### config.mk
export PLATFORM = sky130hd
export DESIGN_NAME = seq_exec_unit
export DESIGN_NICKNAME = d
export VERILOG_FILES = /design/src/rtl/exec_pkg.sv /design/src/rtl/ripple_adder_n.sv /design/src/rtl/seq_exec_unit.sv
export SDC_FILE = /design/constraint.sdc
export NUM_CORES = 1
export LEC_CHECK = 0
export CAP_MARGIN = 20
export CORE_MARGIN = 5
export CORE_UTILIZATION = 48
export CTS_BUF_LIST = sky130_fd_sc_hd__clkbuf_16
export CTS_CLUSTER_DIAMETER = 40
export CTS_CLUSTER_SIZE = 25
export DETAILED_ROUTE_END_ITERATION = 16
export MAX_ROUTING_LAYER = met4
export PLACE_DENSITY = 0.82
export SYNTH_ARGS = -nofsm -noshare
export SYNTH_HDL_FRONTEND = slang
export SYNTH_SLANG_ARGS = --single-unit
### constraint.sdc
create_clock -name Clk -period 1.3 [get_ports Clk]
set_input_delay 0.13 -clock Clk [delete_from_list [all_inputs] [get_ports Clk]]
set_output_delay 0.13 -clock Clk [all_outputs]
set_load 0.02 [all_outputs]
### src/rtl/exec_pkg.sv
// Shared definitions for seq_exec_unit: op codes, FSM states, NZP flag bit positions.
package exec_pkg;

  typedef enum logic [2:0] {
    OP_ADD  = 3'b000,
    OP_AND  = 3'b001,
    OP_NOT  = 3'b010,
    OP_PASS = 3'b011,
    OP_SHL  = 3'b100,
    OP_SHR  = 3'b101,
    OP_SRA  = 3'b110,
    OP_RSVD = 3'b111
  } op_e;

  typedef enum logic [1:0] {
    ST_IDLE  = 2'd0,
    ST_SHIFT = 2'd1,
    ST_DONE  = 2'd2
  } state_e;

  localparam int unsigned NZP_N = 2;
  localparam int unsigned NZP_Z = 1;
  localparam int unsigned NZP_P = 0;

endpackage

### src/rtl/ripple_adder_n.sv
// W-bit ripple-carry adder with carry in and carry out.
module ripple_adder_n #(
  parameter int unsigned W = 16
) (
  input  logic [W-1:0] a_i,
  input  logic [W-1:0] b_i,
  input  logic         cin_i,
  output logic [W-1:0] sum_o,
  output logic         cout_o
);

  always_comb begin
    logic c;
    sum_o = '0;
    c     = cin_i;
    for (int i = 0; i < int'(W); i++) begin
      sum_o[i] = a_i[i] ^ b_i[i] ^ c;
      c        = (a_i[i] & b_i[i]) | (c & (a_i[i] ^ b_i[i]));
    end
    cout_o = c;
  end

endmodule

### src/rtl/seq_exec_unit.sv
// Multi-cycle ALU with valid/ready handshake on both sides.
// The bit-serial shifter is built only when EXEC_SHIFT_EN is defined.
module seq_exec_unit
  import exec_pkg::*;
#(
  parameter int unsigned DATA_W = 16,
  parameter int unsigned IMM_W  = 5
) (
  input  logic              Clk,
  input  logic              Reset,
  input  logic              in_valid,
  output logic              in_ready,
  input  logic [2:0]        op,
  input  logic [DATA_W-1:0] a,
  input  logic [DATA_W-1:0] b,
  input  logic [IMM_W-1:0]  imm,
  input  logic              use_imm,
  output logic              out_valid,
  input  logic              out_ready,
  output logic [DATA_W-1:0] result,
  output logic [2:0]        nzp,
  output logic              cout
);

  localparam int unsigned SH_W = $clog2(DATA_W);

  state_e            state_q, state_d;
  logic [DATA_W-1:0] result_q, result_d;
  logic [2:0]        nzp_q, nzp_d;
  logic              cout_q, cout_d;
  logic [DATA_W-1:0] b_eff, alu_res, sum;
  logic              add_cout, accept;
  op_e               op_in;

  function automatic logic [2:0] nzp_of(input logic [DATA_W-1:0] v);
    logic [2:0] f;
    f = '0;
    if (v[DATA_W-1])   f[NZP_N] = 1'b1;
    else if (v == '0)  f[NZP_Z] = 1'b1;
    else               f[NZP_P] = 1'b1;
    return f;
  endfunction

  assign op_in  = op_e'(op);
  assign b_eff  = use_imm ? {{(DATA_W-IMM_W){imm[IMM_W-1]}}, imm} : b;
  assign accept = in_valid & in_ready;

  ripple_adder_n #(.W(DATA_W)) u_add (
    .a_i   (a),
    .b_i   (b_eff),
    .cin_i (1'b0),
    .sum_o (sum),
    .cout_o(add_cout)
  );

  // Single-cycle result; shift ops land here only with k=0 (or when the shifter is absent)
  always_comb begin
    alu_res = a;
    case (op_in)
      OP_ADD:  alu_res = sum;
      OP_AND:  alu_res = a & b_eff;
      OP_NOT:  alu_res = ~a;
      default: alu_res = a;
    endcase
  end

`ifdef EXEC_SHIFT_EN
  op_e             sh_op_q, sh_op_d;
  logic [SH_W-1:0] cnt_q, cnt_d;
  logic [SH_W-1:0] k;
  logic            is_shift;

  assign k        = b_eff[SH_W-1:0];
  assign is_shift = (op_in == OP_SHL) || (op_in == OP_SHR) || (op_in == OP_SRA);

  function automatic logic [DATA_W-1:0] shift1(input op_e o, input logic [DATA_W-1:0] v);
    case (o)
      OP_SHL:  return {v[DATA_W-2:0], 1'b0};
      OP_SHR:  return {1'b0, v[DATA_W-1:1]};
      default: return {v[DATA_W-1], v[DATA_W-1:1]};
    endcase
  endfunction
`endif

  always_comb begin
    state_d  = state_q;
    result_d = result_q;
    nzp_d    = nzp_q;
    cout_d   = cout_q;
`ifdef EXEC_SHIFT_EN
    sh_op_d  = sh_op_q;
    cnt_d    = cnt_q;
`endif
    case (state_q)
      ST_DONE: if (out_ready) state_d = ST_IDLE;
`ifdef EXEC_SHIFT_EN
      // result_q doubles as the shift register while out_valid is low
      ST_SHIFT: begin
        result_d = shift1(sh_op_q, result_q);
        if (cnt_q == SH_W'(1)) begin
          state_d = ST_DONE;
          nzp_d   = nzp_of(result_d);
        end else begin
          cnt_d = cnt_q - SH_W'(1);
        end
      end
`endif
      default: ;
    endcase

    if (accept) begin
      state_d  = ST_DONE;
      result_d = alu_res;
      nzp_d    = nzp_of(alu_res);
      cout_d   = (op_in == OP_ADD) ? add_cout : 1'b0;
`ifdef EXEC_SHIFT_EN
      if (is_shift && (k != '0)) begin
        state_d  = ST_SHIFT;
        result_d = a;
        sh_op_d  = op_in;
        cnt_d    = k;
      end
`endif
    end
  end

  always_ff @(posedge Clk or posedge Reset) begin
    if (Reset) begin
      state_q  <= ST_IDLE;
      result_q <= '0;
      nzp_q    <= 3'b010;
      cout_q   <= 1'b0;
`ifdef EXEC_SHIFT_EN
      sh_op_q  <= OP_ADD;
      cnt_q    <= '0;
`endif
    end else begin
      state_q  <= state_d;
      result_q <= result_d;
      nzp_q    <= nzp_d;
      cout_q   <= cout_d;
`ifdef EXEC_SHIFT_EN
      sh_op_q  <= sh_op_d;
      cnt_q    <= cnt_d;
`endif
    end
  end

  assign in_ready  = (state_q == ST_IDLE) | ((state_q == ST_DONE) & out_ready);
  assign out_valid = (state_q == ST_DONE);
  assign result    = result_q;
  assign nzp       = nzp_q;
  assign cout      = cout_q;

endmodule

==> metrics.txt, run 1 <==
H-tree levels 1; Final WS setup -5.63 ns; vias per cell 5.72; CTS tree built; Power Dens Cells 854 nW/um2; Yosys reg bits 20; Clk network pwr share 0.266; Hold Vio Cnt, Final 0; Post-synth ARST share 1.00; Leak 0.00173 uW; TritonCTS Buffers 3; Top delay family on crit path adder cells; grt ovf 0; Final min period 6.93 ns; synthesized cell area 2180 um2; post-DP HPWL 4.94 mm; clk_lat worst skew 0.25 ns; cell mode on critical path fa_2; Crit Path Category in -> reg; largest net degree at the start of global routing 25; clock-pin slew on the worst setup and hold paths 0.06 ns; main area contributors after synthesis dfrtp_1 (22%), fa_1 (14%), ha_1 (9.2%); crit start category input pin; Buffers & Inverters on Critical Path 4; RSZ-0062 raised after global routing yes; Antenna Nets Post-Route 0; Avg WL per Cell 17.5 um; CTS max path bufs 2; Setup WS pre-CTS -6.09 ns; Die ar. 5990 um2; CP required 1.42 ns; Core Rows 24; final worst-path cycle share 5.33; Final Skew 0.00282 ns; n_diodes 0; die height 77.4 um; fin nets 450; GPL Wtd Cong 0.879; global-route wire length before repair 11.0 mm; Root Driver clkbuf_16; setup violators final 18; post-synthesis sequential area ratio 0.230; slowest stage delay, CP 0.57 ns; Primary FF master, synth dfrtp_1; core area 4380 um2; slowest CP cell fa_1; CTS Hold Bufs 0; worst flop-to-flop path startpoint state_q[1]$_DFFE_PP0P_; Hold Crit Class in -> async; failing checks negative setup slack; crit path launch use_imm; switching share of power 0.341; Die X-Extent 77.4 um; clock sinks 20; CP Capture Type flip-flop; port bufs 66; Initial DRC Count 233; total of max-cap violations 0; WL final 7.45 mm; Syn Inst Count 262; Rel. slew slack 0.785; layout cells sized above 1 0.397; pin slew with the least headroom to its limit 0.313 ns; Mean Syn Cell Area 8.33 um2; P&R area growth vs syn 67.3%; CP Data Arrival Time 7.05 ns; via count 2433; Post-synth EDFFs 0; initial antenna violation count 0; # DRC 0; top cell type's share of synthesized area 0.218; drt pass-1 iters 5; largest area contributor in the netlist dfrtp_1; worst hold slack 0.228 ns; starting density of the core 0.498; Synth warnings 0; switching pwr 1060 uW; Final Slew Violations 0; crit-path max FO 2; Fmax 144 MHz; Reg power frac 0.244; Ports 67; GRT Resource Usage Total 0.230; status complete, but fails checks; vias in the first global route 2306; internal power 2050 uW; syn nets 338; VDD IR max 0.411 mV; Synth cell types 34; Comb power frac 0.491
layer usage:
| layer | vias up | wire (um) | share of wire | GRT usage |
|---|---|---|---|---|
| li1 | 1114 | - | - | - |
| met4 | 0 | 289 | 0.039 | 0.0790 |
| met5 | - | 0 | 0 | - |
| met3 | 25 | 570 | 0.076 | 0.0231 |
| met2 | 133 | 3790 | 0.51 | 0.396 |
| met1 | 1161 | 2800 | 0.38 | 0.280 |
registers in the layout, indices dropped and copies added (netlist names):
signal / flops
state_q: 1
result: 16
nzp: 2
cout: 1
power groups by stage:
stage,Sequential [uW],Clock [uW],Combinational [uW]
after floorplan,883,0,621
after global placement,768,0,1350
after detailed placement,775,0,1390
after CTS,760,840,1400
after global routing,773,865,1650
final,759,829,1530
logic make-up (layout without fill, tap and decap cells):
kind of cell | count (synthesis) | after routing | synth area share
AOI/OAI and AO/OA | 77 | 77 | 0.231
DFF | 20 | 20 | 0.230
muxes | 6 | 6 | 0.0281
adders and majority gates | 31 | 31 | 0.229
buffers and inverters | 53 | 164 | 0.117
and+or+nand+nor | 75 | 75 | 0.165
cells in the final DEF (no fill, tap or decap), drive strengths merged, types with 2 or more instances in the layout:
| master | instances |
|---|---|
| buf | 64 |
| nand2 | 44 |
| clkdlybuf4s50 | 34 |
| inv | 34 |
| o21ai | 30 |
| dlygate4sd2 | 25 |
| dfrtp | 19 |
| ha | 16 |
| a221oi | 15 |
| fa | 15 |
| or3 | 12 |
| a21boi | 12 |
| a21oi | 12 |
| mux2i | 5 |
| clkbuf | 5 |
| nor2b | 5 |
| a21o | 4 |
| nand4 | 4 |
| and2 | 2 |
| a2111oi | 2 |
| nor3 | 2 |
| nand2b | 2 |
| nor2 | 2 |
cells in the mapped netlist, types with 3 or more instances:
| cell type | number |
|---|---|
| a21boi_0 | 12 |
| a21o_1 | 4 |
| a21oi_1 | 12 |
| a221oi_1 | 14 |
| buf_2 | 3 |
| buf_4 | 3 |
| buf_6 | 4 |
| clkbuf_1 | 7 |
| dfrtp_1 | 19 |
| fa_1 | 15 |
| ha_1 | 16 |
| inv_1 | 34 |
| mux2i_1 | 5 |
| nand2_1 | 44 |
| nand4_1 | 4 |
| nor2b_1 | 5 |
| o21ai_0 | 29 |
| or3_1 | 12 |
repair_timing:
action                     in CTS  in global routing
buffers inserted               11                 12
resized for setup              70                 29
pin swaps                      25                 28
setup endpoints to repair      41                 19
layout make-up:
cell class	count	area (um2)
multi-input cells	189	1750
repair buffers	126	1100
fillers	225	734
flip-flops and latches	20	502
inverters	34	128
clock buffers	3	75.1
well taps	52	65.1
clock inverters	1	30.0
worst paths after layout:
| check | end | slack (ns) | cells past startpoint |
|---|---|---|---|
| setup reg to reg | nzp[0]$_DFFE_PP0P_ | 0.15 | 5 |
| min in group Clk | cout$_DFFE_PP0P_ | 0.36 | 3 |
| max in group asynchronous | nzp[1]$_DFFE_PP1P_ | 0.81 | 3 |
| hold / removal | result[2]$_DFFE_PP0P_ | 0.23 | 3 |
| hold reg to reg | result[13]$_DFFE_PP0P_ | 0.47 | 2 |
| setup / recovery | nzp[0]$_DFFE_PP0P_ | -5.63 | 26 |
worst min-delay path: stages:
cell and delay [ns]:
clkdlybuf4s50_1 0.41, inv_1 0.06, buf_4 0.25
metrics by stage:
step                total power [uW]  std cells  instance area, um2   util  setup TNS, ns
global route                    3290        425                3650  0.832         -59.83
finish                          3120        425                3650  0.832         -57.92
CTS                             3000        423                3550  0.811         -56.71
detailed placement              2160        418                3390  0.773         -70.93
floorplan                       1500        262                2360      -         -56.11
global placement                2110        418                3390  0.773         -69.36
(Power assumes the default switching activity.)
==> run 2, diff against run 1 <==
==> constraint.sdc (replaced) <==
create_clock -name Clk -period 1.3 [get_ports Clk]
set_input_delay 0.195 -clock Clk [delete_from_list [all_inputs] [get_ports Clk]]
set_output_delay 0.195 -clock Clk [all_outputs]
set_load 0.02 [all_outputs]
==> run 2 against run 1 <==
Net effect: the flow still finishes with violations (negative setup slack); flip-flop and latch count unchanged; first-iteration DRC count fell by 22%; via count up 1.6%; clock skew down 0.0025 ns; register-to-register slack got worse by 0.10 ns; routed wire length rose by 2.4%; clock power decreased by 25%; setup slack worse by 0.0037 ns; highest routed layer unchanged; sequential power barely moved; sequential share of layout area increased by 0.27 points.
==> metrics.txt, run 2 (synthesized netlist as in run 1, its figures left out) <==
status complete, but fails checks; failing checks negative setup slack; Hold Vio Cnt, Final 0; Avg WL per Cell 17.7 um; CTS max path bufs 2; clock sinks 20; Rel. slew slack 0.708; M1 WL 2.74 mm; Leak 0.00172 uW; drt pass-1 iters 4; Finished Layout Cells 432; vias per cell 5.72; global-route wire length before repair 11.3 mm; Final WS setup -5.64 ns; RSZ-0062 raised after global routing yes; clk_lat worst skew 0.25 ns; core area 4380 um2; Core Rows 24; slowest CP cell fa_2; Hold Crit Class in -> async; Buffers & Inverters on Critical Path 4; Antenna Nets Post-Route 0; slowest stage delay, CP 0.53 ns; Final Slew Violations 0; starting density of the core 0.498; Initial DRC Count 181; n_diodes 0; placed insts 424; FILL cells 259; port bufs 66; GPL Wtd Cong 0.878; Root Driver clkbuf_16; setup violators final 19; grt ovf 0; final worst-path cycle share 5.34; # DRC 0; GRT Resource Usage Total 0.236; Fmax 144 MHz; crit-path max FO 2; most frequent cells in the layout buf_4 (61), nand2_1 (43), clkdlybuf4s50_1 (34); Die ar. 5990 um2; CP required 1.49 ns; max layer used met4; via count 2471; Final Skew 0.000351 ns; Ports 67; Power Dens Cells 799 nW/um2; worst hold slack 0.272 ns; met3 wire len 520 um; VDD IR max 0.346 mV; Crit Path Category in -> reg; most common cell after layout, fill and taps aside buf_4; post-DP HPWL 5.13 mm; WL final 7.64 mm; clock-pin slew on the worst setup and hold paths 0.05 ns; H-tree levels 1; number of flip-flops in the largest register 16; Routed met2 length 4.04 mm; Top delay family on crit path adder cells; TritonCTS Buffers 3; CP Capture Type flip-flop; Final min period 6.94 ns; fin nets 457; P&R area growth vs syn 64.0%; Die X-Extent 77.4 um; cell mode on critical path fa_2; vias in the first global route 2422; initial antenna violation count 0; setup TNS -60.27 ns; crit start category input pin; CTS tree built; layout cells sized above 1 0.363; pin slew with the least headroom to its limit 0.439 ns; CP Data Arrival Time 7.13 ns; CTS Hold Bufs 0; largest net degree at the start of global routing 40; die height 77.4 um; total of max-cap violations 0
run 2: tightest hold or removal path: stages:
cell	delay (ns)
clkdlybuf4s50_1	0.39
inv_1	0.05
buf_4	0.25
run 2: area by class of cell:
type	instances	area (um2)	area share
Timing Repair Buffer	133	1150	0.322
Tap cell	52	65.1	0.0182
Clock buffer	3	75.1	0.0210
Multi-Input combinational cell	189	1650	0.462
Inverter	34	128	0.0357
Sequential cell	20	502	0.140
Clock inverter	1	3.75	0.00105
run 2: final timing paths:
| kind | from | endpoint | slack (ns) | cells past startpoint |
|---|---|---|---|---|
| max | a[0] | nzp[1]$_DFFE_PP1P_ | -5.64 | 25 |
| min in group Clk | result[5]$_DFFE_PP0P_ | result[5]$_DFFE_PP0P_ | 0.47 | 2 |
| min reg2reg | result[5]$_DFFE_PP0P_ | result[5]$_DFFE_PP0P_ | 0.47 | 2 |
| min | Reset | result[6]$_DFFE_PP0P_ | 0.27 | 3 |
| max reg2reg | state_q[1]$_DFFE_PP0P_ | cout$_DFFE_PP0P_ | 0.05 | 6 |
| max in group asynchronous | Reset | nzp[1]$_DFFE_PP1P_ | 0.77 | 3 |
run 2: power by group:
| group | switching [uW] | total (uW) | leakage [uW] | internal, uW |
|---|---|---|---|---|
| clock network | 214 | 623 | 0.0000385 | 409 |
| registers | 49.3 | 762 | 0.000247 | 713 |
| logic | 765 | 1480 | 0.00143 | 710 |
| total | 1030 | 2860 | 0.00172 | 1830 |
run 2: per-layer routing:
| layer | track usage | up-vias |
|---|---|---|
| li1 | - | 1128 |
| met1 | 0.267 | 1187 |
| met2 | 0.416 | 122 |
| met3 | 0.0359 | 34 |
| met4 | 0.0911 | 0 |
| met5 | - | - |
run 2: repair_timing:
| item | CTS | global route |
|---|---|---|
| buffers inserted | 8 | 6 |
| pin swaps | 23 | 14 |
| gates resized for setup | 71 | 10 |
| gates cloned | 0 | 0 |
| endpoints found under the setup margin | 41 | 21 |
run 2: per-stage QoR:
stage	area (um2)	total power, uW	setup slack, ns	utilization
after floorplan	2360	1510	-5.39	-
after global placement	3420	2120	-6.03	0.780
after detailed placement	3420	2180	-6.23	0.780
after CTS	3540	2780	-5.48	0.807
after global routing	3580	3020	-5.84	0.816
final	3580	2860	-5.64	0.816
==> run 3, diff against run 2 <==
==> constraint.sdc (replaced) <==
create_clock -name Clk -period 1.3 [get_ports Clk]
set_input_delay 0.26 -clock Clk [delete_from_list [all_inputs] [get_ports Clk]]
set_output_delay 0.26 -clock Clk [all_outputs]
set_load 0.02 [all_outputs]
==> run 3 against run 2 <==
Net effect: the flow still finishes with violations (negative setup slack); die area stayed put; cell count is 0.93% higher; critical path depth is 1 higher; routed wire length is 4.9% lower; clock power is 33% higher; sequential power hardly changed; fmax is 1.3% higher; combinational power hardly changed; core utilization is 1.6 points higher; clock skew is 0.0045 ns higher; global-route usage is 0.67 points higher; clock-buffer cell count stayed put; critical path type unchanged; critical endpoint is now nzp[0]$_DFFE_PP0P_; largest power group unchanged.
==> metrics.txt, run 3 (synthesized netlist as in run 1, its figures left out) <==
WL final 7.26 mm; global-route wire length before repair 11.7 mm; worst r2r path cells 6; final worst-path cycle share 5.27; vias in the first global route 2474; M1 WL 2.79 mm; vias per cell 5.58; slowest CP cell fa_1; crit start category input pin; Die ar. 5990 um2; most frequent cells in the layout buf_4 (69), nand2_1 (43), clkdlybuf4s50_1 (34); placed insts 427; FF-to-FF End result[15]$_DFFE_PP0P_; clk_lat worst skew 0.25 ns; met3 wire len 485 um; TritonCTS Buffers 3; PnR Total Power 3080 uW; Routed met2 length 3.70 mm; Buffers & Inverters on Critical Path 4; internal power 2050 uW; Setup WS pre-CTS -6.19 ns; fin nets 461; P&R area growth vs syn 67.3%; Hold Vio Cnt, Final 0; CP Capture Type flip-flop; Avg WL per Cell 16.7 um; Rel. slew slack 0.747; number of flip-flops in the largest register 16; Final WS setup -5.55 ns; n_diodes 0; Die X-Extent 77.4 um; H-tree levels 1; max layer used met4; switching share of power 0.336; GRT Resource Usage Total 0.242; Final Skew 0.00482 ns; Hold Crit Class in -> async; CTS max path bufs 2; CP Data Arrival Time 6.97 ns; core area 4380 um2; crit-path max FO 2; worst hold slack 0.329 ns; number of stages on the worst setup path 26; largest net degree at the start of global routing 33; initial antenna violation count 0; crit path launch use_imm; setup violators final 19; grt ovf 0; post-layout util 0.833; Core Rows 24; Reg power frac 0.246; total of max-cap violations 0; Leak 0.00175 uW; clock sinks 20; Ports 67; Clk network pwr share 0.269; Root Driver clkbuf_16; Antenna Nets Post-Route 0; Final Slew Violations 0; Final min period 6.85 ns; Crit Path Category in -> reg; FILL cells 243; starting density of the core 0.498; Setup crit end nzp[0]$_DFFE_PP0P_; failing checks negative setup slack; pin slew with the least headroom to its limit 0.379 ns; port bufs 66; CP required 1.43 ns; via count 2431; status complete, but fails checks; RSZ-0062 raised after global routing yes; layout cells sized above 1 0.393; post-DP HPWL 5.17 mm; Power Dens Cells 844 nW/um2; die height 77.4 um; Finished Layout Cells 436; Fmax 146 MHz; Top delay family on crit path adder cells; VDD IR max 0.498 mV; drt pass-1 iters 5; worst reg-to-reg setup slack 0.09 ns; GPL Wtd Cong 0.889; CTS Hold Bufs 0; switching pwr 1040 uW; worst flop-to-flop path startpoint state_q[1]$_DFFE_PP0P_; clock-pin slew on the worst setup and hold paths 0.06 ns; slowest stage delay, CP 0.50 ns; Initial DRC Count 272; cell mode on critical path fa_2; # DRC 0; Comb power frac 0.485; CTS tree built; most common cell after layout, fill and taps aside buf_4
[run 3: worst min-delay path, stage by stage]
cell	delay, ns
clkdlybuf4s50_1	0.39
inv_1	0.05
buf_4	0.25
[run 3: cell type report]
class	count	area, um2	area share
Clock inverter	1	30.0	0.00822
Clock buffer	3	75.1	0.0206
Tap cell	52	65.1	0.0178
Inverter	34	128	0.0350
Multi-Input combinational cell	189	1690	0.464
Sequential cell	20	502	0.137
Timing Repair Buffer	137	1160	0.317
[run 3: metal layers]
layer  vias to the layer above  global-route usage
li1                       1135                   -
met1                      1132               0.273
met2                       128               0.448
met3                        36              0.0243
met4                         0              0.0739
met5                         -                   -
[run 3: how the worst min path moves through the flow]
stage               slack (ns)                      to  depth (start not counted)              startpoint
floorplan                 0.22        cout$_DFFE_PP0P_                          1                   Reset
global placement          0.46  result[12]$_DFFE_PP0P_                          2  result[12]$_DFFE_PP0P_
detailed placement        0.47  result[12]$_DFFE_PP0P_                          2  result[12]$_DFFE_PP0P_
CTS                       0.34   result[8]$_DFFE_PP0P_                          3                   Reset
global route              0.39  result[13]$_DFFE_PP0P_                          3                   Reset
finish                    0.33  result[13]$_DFFE_PP0P_                          3                   Reset
[run 3: power by group through the flow]
| stage | Clock (uW) | Sequential [uW] | Combinational [uW] |
|---|---|---|---|
| final | 830 | 759 | 1490 |
| after global routing | 855 | 774 | 1610 |
| after CTS | 835 | 759 | 1410 |
| after detailed placement | 0 | 772 | 1400 |
| after global placement | 0 | 767 | 1360 |
| after floorplan | 0 | 882 | 621 |
[run 3: stage by stage]
stage | cell area, um2 | setup TNS (ns)
floorplan | 2360 | -58.56
global placement | 3430 | -71.08
detailed placement | 3430 | -73.05
CTS | 3590 | -59.04
global route | 3650 | -62.42
finish | 3650 | -59.91
[run 3: timing repair]
action | in CTS | in global routing
resized for setup | 83 | 13
buffers inserted | 13 | 2
setup endpoints to repair | 41 | 19
pin swaps | 23 | 10
